## src/rtl/muldiv_unit_if.sv

```systemverilog
// Issue/result bundle between the execute stage and the HI/LO multiply/divide unit.
// Handshake: an issue is taken on the rising edge where i_start=1, i_flush=0 and o_ready=1;
// otherwise the issuer holds i_start/i_op/i_a/i_b stable until o_ready is seen.
interface muldiv_unit_if #(
  parameter int DATA_WIDTH = 32
);
  logic                  i_start;
  logic [2:0]            i_op;
  logic [DATA_WIDTH-1:0] i_a;
  logic [DATA_WIDTH-1:0] i_b;
  logic                  i_flush;
  logic                  o_ready;
  logic                  o_busy;
  logic                  o_done;
  logic [DATA_WIDTH-1:0] o_hi;
  logic [DATA_WIDTH-1:0] o_lo;
  logic [1:0]            o_dbg_state;

  modport master (
    output i_start, i_op, i_a, i_b, i_flush,
    input  o_ready, o_busy, o_done, o_hi, o_lo, o_dbg_state
  );

  modport slave (
    input  i_start, i_op, i_a, i_b, i_flush,
    output o_ready, o_busy, o_done, o_hi, o_lo, o_dbg_state
  );
endinterface

```

## src/rtl/muldiv_unit.sv

```systemverilog
// Iterative one-bit-per-cycle MULT/MULTU/DIV/DIVU unit that owns the HI/LO pair.
// Signed operations run on magnitudes; signs are re-applied in the FIX cycle.
module muldiv_unit #(
  parameter int DATA_WIDTH = 32,
  parameter int CNT_WIDTH  = 6
) (
  input  logic          clk,
  input  logic          rst,
  muldiv_unit_if.slave  bus
);
  localparam int W = DATA_WIDTH;

  typedef enum logic [1:0] {
    S_IDLE = 2'd0,
    S_RUN  = 2'd1,
    S_FIX  = 2'd2
  } state_t;

  state_t               r_state, w_next;
  logic [CNT_WIDTH-1:0] r_cnt;
  logic [W-1:0]         r_hi, r_lo;
  logic [W-1:0]         r_mcand;
  logic [2*W-1:0]       r_acc;
  logic [W-1:0]         r_quo, r_rem;
  logic [W-1:0]         r_orig_a;
  logic                 r_is_div, r_sq, r_sr, r_div0, r_done;

  logic                 w_issue, w_signed, w_sa, w_sb;
  logic [W-1:0]         w_mag_a, w_mag_b;
  logic [W:0]           w_msum, w_dshift, w_ddiff;
  logic [2*W-1:0]       w_prod_fix;

  assign w_issue  = (r_state == S_IDLE) && bus.i_start && !bus.i_flush;
  assign w_signed = !bus.i_op[2] && !bus.i_op[0];
  assign w_sa     = w_signed & bus.i_a[W-1];
  assign w_sb     = w_signed & bus.i_b[W-1];
  assign w_mag_a  = w_sa ? -bus.i_a : bus.i_a;
  assign w_mag_b  = w_sb ? -bus.i_b : bus.i_b;

  // Multiply: add multiplicand into the upper half when the multiplier LSB is set, then shift right.
  assign w_msum   = {1'b0, r_acc[2*W-1:W]} + (r_acc[0] ? {1'b0, r_mcand} : '0);
  // Divide: restoring step; a clear bit W of the difference means the divisor fits.
  assign w_dshift = {r_rem, r_quo[W-1]};
  assign w_ddiff  = w_dshift - {1'b0, r_mcand};
  assign w_prod_fix = r_sq ? -r_acc : r_acc;

  always_comb begin
    w_next = r_state;
    case (r_state)
      S_IDLE: if (w_issue && !bus.i_op[2]) w_next = S_RUN;
      S_RUN: begin
        if (bus.i_flush)                   w_next = S_IDLE;
        else if (r_cnt == CNT_WIDTH'(1))   w_next = S_FIX;
      end
      S_FIX:   w_next = S_IDLE;
      default: w_next = S_IDLE;
    endcase
  end

  always_ff @(posedge clk) begin
    if (rst) r_state <= S_IDLE;
    else     r_state <= w_next;
  end

  always_ff @(posedge clk) begin
    if (rst) begin
      r_cnt    <= '0;
      r_hi     <= '0;
      r_lo     <= '0;
      r_mcand  <= '0;
      r_acc    <= '0;
      r_quo    <= '0;
      r_rem    <= '0;
      r_orig_a <= '0;
      r_is_div <= 1'b0;
      r_sq     <= 1'b0;
      r_sr     <= 1'b0;
      r_div0   <= 1'b0;
      r_done   <= 1'b0;
    end else begin
      r_done <= 1'b0;
      case (r_state)
        S_IDLE: begin
          if (w_issue) begin
            case (bus.i_op)
              3'd4: r_hi <= bus.i_a;
              3'd5: r_lo <= bus.i_a;
              3'd0, 3'd1, 3'd2, 3'd3: begin
                r_is_div <= bus.i_op[1];
                r_sq     <= w_sa ^ w_sb;
                r_sr     <= w_sa;
                r_div0   <= (bus.i_b == '0);
                r_orig_a <= bus.i_a;
                r_mcand  <= bus.i_op[1] ? w_mag_b : w_mag_a;
                r_acc    <= {{W{1'b0}}, w_mag_b};
                r_quo    <= w_mag_a;
                r_rem    <= '0;
                r_cnt    <= CNT_WIDTH'(W);
              end
              default: ;
            endcase
          end
        end
        S_RUN: begin
          if (!bus.i_flush) begin
            r_cnt <= r_cnt - 1'b1;
            if (!r_is_div) begin
              r_acc <= {w_msum, r_acc[W-1:1]};
            end else if (!w_ddiff[W]) begin
              r_rem <= w_ddiff[W-1:0];
              r_quo <= {r_quo[W-2:0], 1'b1};
            end else begin
              r_rem <= w_dshift[W-1:0];
              r_quo <= {r_quo[W-2:0], 1'b0};
            end
          end
        end
        S_FIX: begin
          if (!bus.i_flush) begin
            r_done <= 1'b1;
            if (!r_is_div) begin
              r_hi <= w_prod_fix[2*W-1:W];
              r_lo <= w_prod_fix[W-1:0];
            end else if (r_div0) begin
              r_hi <= r_orig_a;
              r_lo <= '1;
            end else begin
              r_hi <= r_sr ? -r_rem : r_rem;
              r_lo <= r_sq ? -r_quo : r_quo;
            end
          end
        end
        default: ;
      endcase
    end
  end

  assign bus.o_busy      = (r_state != S_IDLE);
  assign bus.o_ready     = (r_state == S_IDLE);
  assign bus.o_done      = r_done;
  assign bus.o_hi        = r_hi;
  assign bus.o_lo        = r_lo;
  assign bus.o_dbg_state = r_state;
endmodule

```

## src/flat_wrapper.sv

```systemverilog
// flat-port wrapper written by rule: the top's interface ports become plain ports
module muldiv_unit_flat 
#(
  parameter int DATA_WIDTH = 32,
  parameter int CNT_WIDTH  = 6
)
  (clk, rst, bus_i_start, bus_i_op, bus_i_a, bus_i_b, bus_i_flush, bus_o_ready, bus_o_busy, bus_o_done, bus_o_hi, bus_o_lo, bus_o_dbg_state);
  muldiv_unit_if #(.DATA_WIDTH(DATA_WIDTH)) bus_i ();
  input  logic clk;
  input  logic rst;
  input wire logic [$bits(bus_i.i_start)-1:0] bus_i_start;
  input wire logic [$bits(bus_i.i_op)-1:0] bus_i_op;
  input wire logic [$bits(bus_i.i_a)-1:0] bus_i_a;
  input wire logic [$bits(bus_i.i_b)-1:0] bus_i_b;
  input wire logic [$bits(bus_i.i_flush)-1:0] bus_i_flush;
  output wire logic [$bits(bus_i.o_ready)-1:0] bus_o_ready;
  output wire logic [$bits(bus_i.o_busy)-1:0] bus_o_busy;
  output wire logic [$bits(bus_i.o_done)-1:0] bus_o_done;
  output wire logic [$bits(bus_i.o_hi)-1:0] bus_o_hi;
  output wire logic [$bits(bus_i.o_lo)-1:0] bus_o_lo;
  output wire logic [$bits(bus_i.o_dbg_state)-1:0] bus_o_dbg_state;
  assign bus_i.i_start = bus_i_start;
  assign bus_i.i_op = bus_i_op;
  assign bus_i.i_a = bus_i_a;
  assign bus_i.i_b = bus_i_b;
  assign bus_i.i_flush = bus_i_flush;
  assign bus_o_ready = bus_i.o_ready;
  assign bus_o_busy = bus_i.o_busy;
  assign bus_o_done = bus_i.o_done;
  assign bus_o_hi = bus_i.o_hi;
  assign bus_o_lo = bus_i.o_lo;
  assign bus_o_dbg_state = bus_i.o_dbg_state;
  muldiv_unit #(.DATA_WIDTH(DATA_WIDTH), .CNT_WIDTH(CNT_WIDTH)) u_core (.clk(clk), .rst(rst), .bus(bus_i));
endmodule
```

## config.mk

```make
export PLATFORM = sky130hd
export DESIGN_NAME = muldiv_unit_flat
export DESIGN_NICKNAME = d
export VERILOG_FILES = /design/src/rtl/muldiv_unit_if.sv /design/src/rtl/muldiv_unit.sv /design/src/flat_wrapper.sv
export SDC_FILE = /design/constraint.sdc
export NUM_CORES = 1
export LEC_CHECK = 0
export CORE_MARGIN = 5
export CORE_UTILIZATION = 34
export DETAILED_ROUTE_END_ITERATION = 16
export PLACE_DENSITY = 0.53
export SLEW_MARGIN = 20
export SYNTH_ARGS = -nofsm -noshare
export SYNTH_HDL_FRONTEND = slang
export SYNTH_SLANG_ARGS = --single-unit
```

## constraint.sdc

```tcl
create_clock -name clk -period 3.1 [get_ports clk]
set_clock_uncertainty 0.2 [all_clocks]
set_input_delay 0.62 -clock clk [delete_from_list [all_inputs] [get_ports clk]]
set_output_delay 0.62 -clock clk [all_outputs]
set_load 0.02 [all_outputs]
```

==> summary.txt <==
Global route
  • First-pass GRT wire length: 136.9 mm
  • Pin count of the biggest net entering global routing: 86
  • Initial antenna violation count: 8
  • Number of global-route vias before repair: 21,330
  • Gr ovfl total: 0
  • GRT Overall Usage: 29.39%

Final layout
  • Post-route cell area: 28,560 µm²
  • Share of cells above drive strength 1: 28.54%
  • Area Overhead vs Synth: 49.17%
  • Post-layout util: 50.94%
  • Layout Nets: 3,348
  • Layout fillers: 5,381

Critical path
  • Worst path required time: 3.36 ns
  • Max FO, Critical Path: 2
  • CP peak stage delay: 0.53 ns
  • Crit-path slowest cell: or4_4
  • Worst Setup Path Type: flop to flop
  • Type of origin of the critical path: flop
  • CP dominant cell by count: or4_4
  • Critical Path, Cell by Cell: or4_4 -> or4_4 -> or4_4 -> or3_4 -> nor3_4 -> nor3b_2 -> a21oi_1 -> buf_4 -> o32ai_2 -> o31a_1
  • CP Buf/Inv Count: 1
  • Crit. End Element: flop
  • CP arrival: 3.55 ns
  • Crit-path leading delay family: simple AND/OR/NAND/NOR gates

Clocking
  • # H-tree levels: 2
  • Hold_buf cts: 0
  • CTS buffer count: 36
  • Sink Count: 269
  • Clk_lat worst skew: 0.56 ns
  • Reg clk slew, reported paths: 0.06 ns
  • Root buf cell: clkbuf_16
  • CTS tree: yes
  • CTS Buffer Depth: 3

Floorplanning
  • Core Box Area: 56,060 µm²
  • Starting Density: 34.15%
  • Die ar.: 61,150 µm²
  • Ports: 140
  • DIE WIDTH: 247.3 µm
  • Die H: 247.3 µm
  • FP Rows: 87

STA
  • Final setup fails: 40
  • Setup ws final: -0.1984 ns
  • Final min period: 3.298 ns
  • Max Freq: 0.3032 GHz
  • Worst slew margin: 53.62%
  • Period utilization: 106.4%
  • Final Hold Fails: 0
  • Slew Viols, Final: 0
  • RSZ-0062 raised after global routing: yes
  • Worst Tran Pin Value: 0.6957 ns
  • Post-route setup TNS: -2.432 ns

Run status
  • Outcome: complete, but fails checks
  • Violated checks: negative setup slack

Synth
  • Synthesized Nets: 2,755
  • Number of synthesized flops with an enable pin: 0
  • Top cell type's share of synthesized area: 28.13%
  • Biggest area consumer among synthesized cells: dfxtp_1
  • Mapped Area: 19,140 µm²
  • Cell count after synthesis: 2,611
  • Mean Syn Cell Area: 7.332 µm²
  • Sequential area share after synthesis: 28.13%
  • Largest cells by area after synthesis: dfxtp_1 28%, nand2_1 7.3%, a21oi_1 5.9%, xnor2_1 5.8%, nor2_1 4.8%
  • FFs w/ async S/R, synth: 0%
  • Main synth FF type: dfxtp_1
  • Synth Register Bits: 269
  • Total number of yosys warnings: 0
  • Count of cell types in the netlist: 81

Route
  • Vias: 22,730
  • DR WL/cell: 23.68 µm
  • Via density per instance: 5.697
  • Drt drc: 0
  • WL final: 94.44 mm
  • Detail Route Antenna Nets: 0
  • DRT iter0 DRCs: 2,476
  • Drt first pass iters: 6

Placed design
  • Placement Setup Slack: -0.6855 ns
  • Area of placed instances: 25,200 µm²
  • Placer congestion estimate: 0.9655
  • Port bufs: 139
  • Final HPWL DP: 73.70 mm

Power
  • Switching part of the total: 31.60%
  • Leakage power: 11.40 nW
  • Power Dens Cells: 382.9 nW/µm²
  • Total power: 10.94 mW
  • Combinational Power Share: 26.3%
  • P_int: 7.479 mW
  • Peak supply drop: 295.1 µV
  • Clk pwr share: 40.3%
  • Psw: 3.456 mW
  • Sequential Power Share: 33.3%

Job
  • Max-cap violation count: 0

Hold path
  • Hold/Removal Path Class: primary input to flop
## cell usage after synthesis (20+ instances only)
master / instances
nand2_1: 371
dfxtp_1: 269
nor2_1: 244
a21oi_1: 227
o21ai_0: 167
clkbuf_1: 149
xnor2_1: 127
xor2_1: 94
ha_1: 71
inv_1: 69
nand3_1: 69
nor3_1: 64
a31oi_1: 54
o31ai_1: 49
a21o_1: 40
mux2i_1: 33
or3_1: 33
a211oi_1: 30
nand2b_1: 30
o22ai_1: 30
nor2b_1: 25
nor4_1: 24
o211ai_1: 24
o221ai_1: 24
a311oi_1: 20
## layout make-up
type | instances | area [µm²] | share of cell area (%)
multi-input cells | 2093 | 14430 | 50.54
repair buffers | 732 | 6269 | 21.95
flip-flops and latches | 269 | 5410 | 18.95
clock buffers | 47 | 1003 | 3.514
well taps | 756 | 945.9 | 3.312
inverters | 71 | 276.5 | 0.9683
clock inverters | 18 | 207.7 | 0.7273
repair inverters | 1 | 6.256 | 0.02191
diodes | 2 | 5.005 | 0.01753
## power by group through the flow
stage                     clock network, mW  registers [mW]  logic, mW
final                                  4.41            3.65       2.88
after global routing                   4.58            3.65       3.04
after CTS                              4.46            3.64       2.65
after detailed placement                  0            3.71       2.35
after global placement                    0            3.71       2.35
after floorplan                           0            3.72       1.13
## placed cells by master (no fill, tap or decap), drive strengths merged, types with 25 or more instances in the layout
cell type	synthesis	layout
a211oi	30	30
a21o	40	40
a21oi	227	227
a31oi	54	54
buf	27	592
clkbuf	151	49
clkdlybuf4s50	0	138
dfxtp	269	269
ha	71	71
inv	69	72
mux2i	33	33
nand2	371	371
nand2b	30	30
nand3	70	70
nor2	246	246
nor2b	25	25
nor3	65	65
nor4	26	26
o21ai	169	169
o22ai	30	30
o31ai	49	49
or3	34	34
xnor2	127	127
xor2	94	94
## worst register-to-register path, cell delays in order (launching register included)
cell and delay [ns]:
dfxtp_2 0.32, or4_4 0.53, or4_4 0.44, or4_4 0.45, or3_4 0.37, nor3_4 0.15, nor3b_2 0.06, a21oi_1 0.14
buf_4 0.17, o32ai_2 0.07, o31a_1 0.30
## metrics by stage
stage                     std cells  hold slack, ns
after floorplan                2611          0.2319
after global placement         3877          0.2428
after detailed placement       3877          0.2476
after CTS                      3963          0.1992
after global routing           3987          0.2290
final                          3989          0.2163
## cell families after synthesis
group / share of synthesized area (%)
adders and majority gates: 4.850
xor gates and xnor gates: 10.11
muxes: 1.843
AOI/OAI and AO/OA: 26.86
buffers and inverters: 5.013
DFF: 28.13
and+or+nand+nor: 23.20
## worst paths after layout
kind / start / end / slack [ns] / cells after the start
worst min-delay path: rst / u_core.r_acc[46] / 0.22 / 2
worst max-delay path: u_core.r_rem[18] / u_core.bus.o_hi[31] / -0.20 / 10
worst min register to register: u_core.bus.o_hi[26] / u_core.bus.o_hi[26] / 0.25 / 2
worst max register to register: u_core.r_rem[18] / u_core.bus.o_hi[31] / -0.20 / 10
## registers in the layout (all words and copies together) (netlist names), 2 cells and up
signal                  flops
u_core.r_acc               64
u_core.bus.o_hi            32
u_core.bus.o_lo            32
u_core.r_mcand             32
u_core.r_orig_a            32
u_core.r_quo               32
u_core.r_rem               32
u_core.r_cnt                6
u_core.bus.o_dbg_state      2
## routing by layer
metal / wire, µm / global-route usage (%)
met1: 41320 / 41.47
met4: 3967 / 10.80
met2: 40940 / 45.06
met5: 38 / 0
met3: 8177 / 5.004
## timing repair
item | CTS | global route
hold endpoints to repair | 0 | 0
setup endpoints to repair | 84 | 106
gates cloned | 1 | 3
buffers inserted | 22 | 27
resized for setup | 208 | 189
pin swaps | 92 | 117
Note: power is estimated with default switching activity, not from simulation.
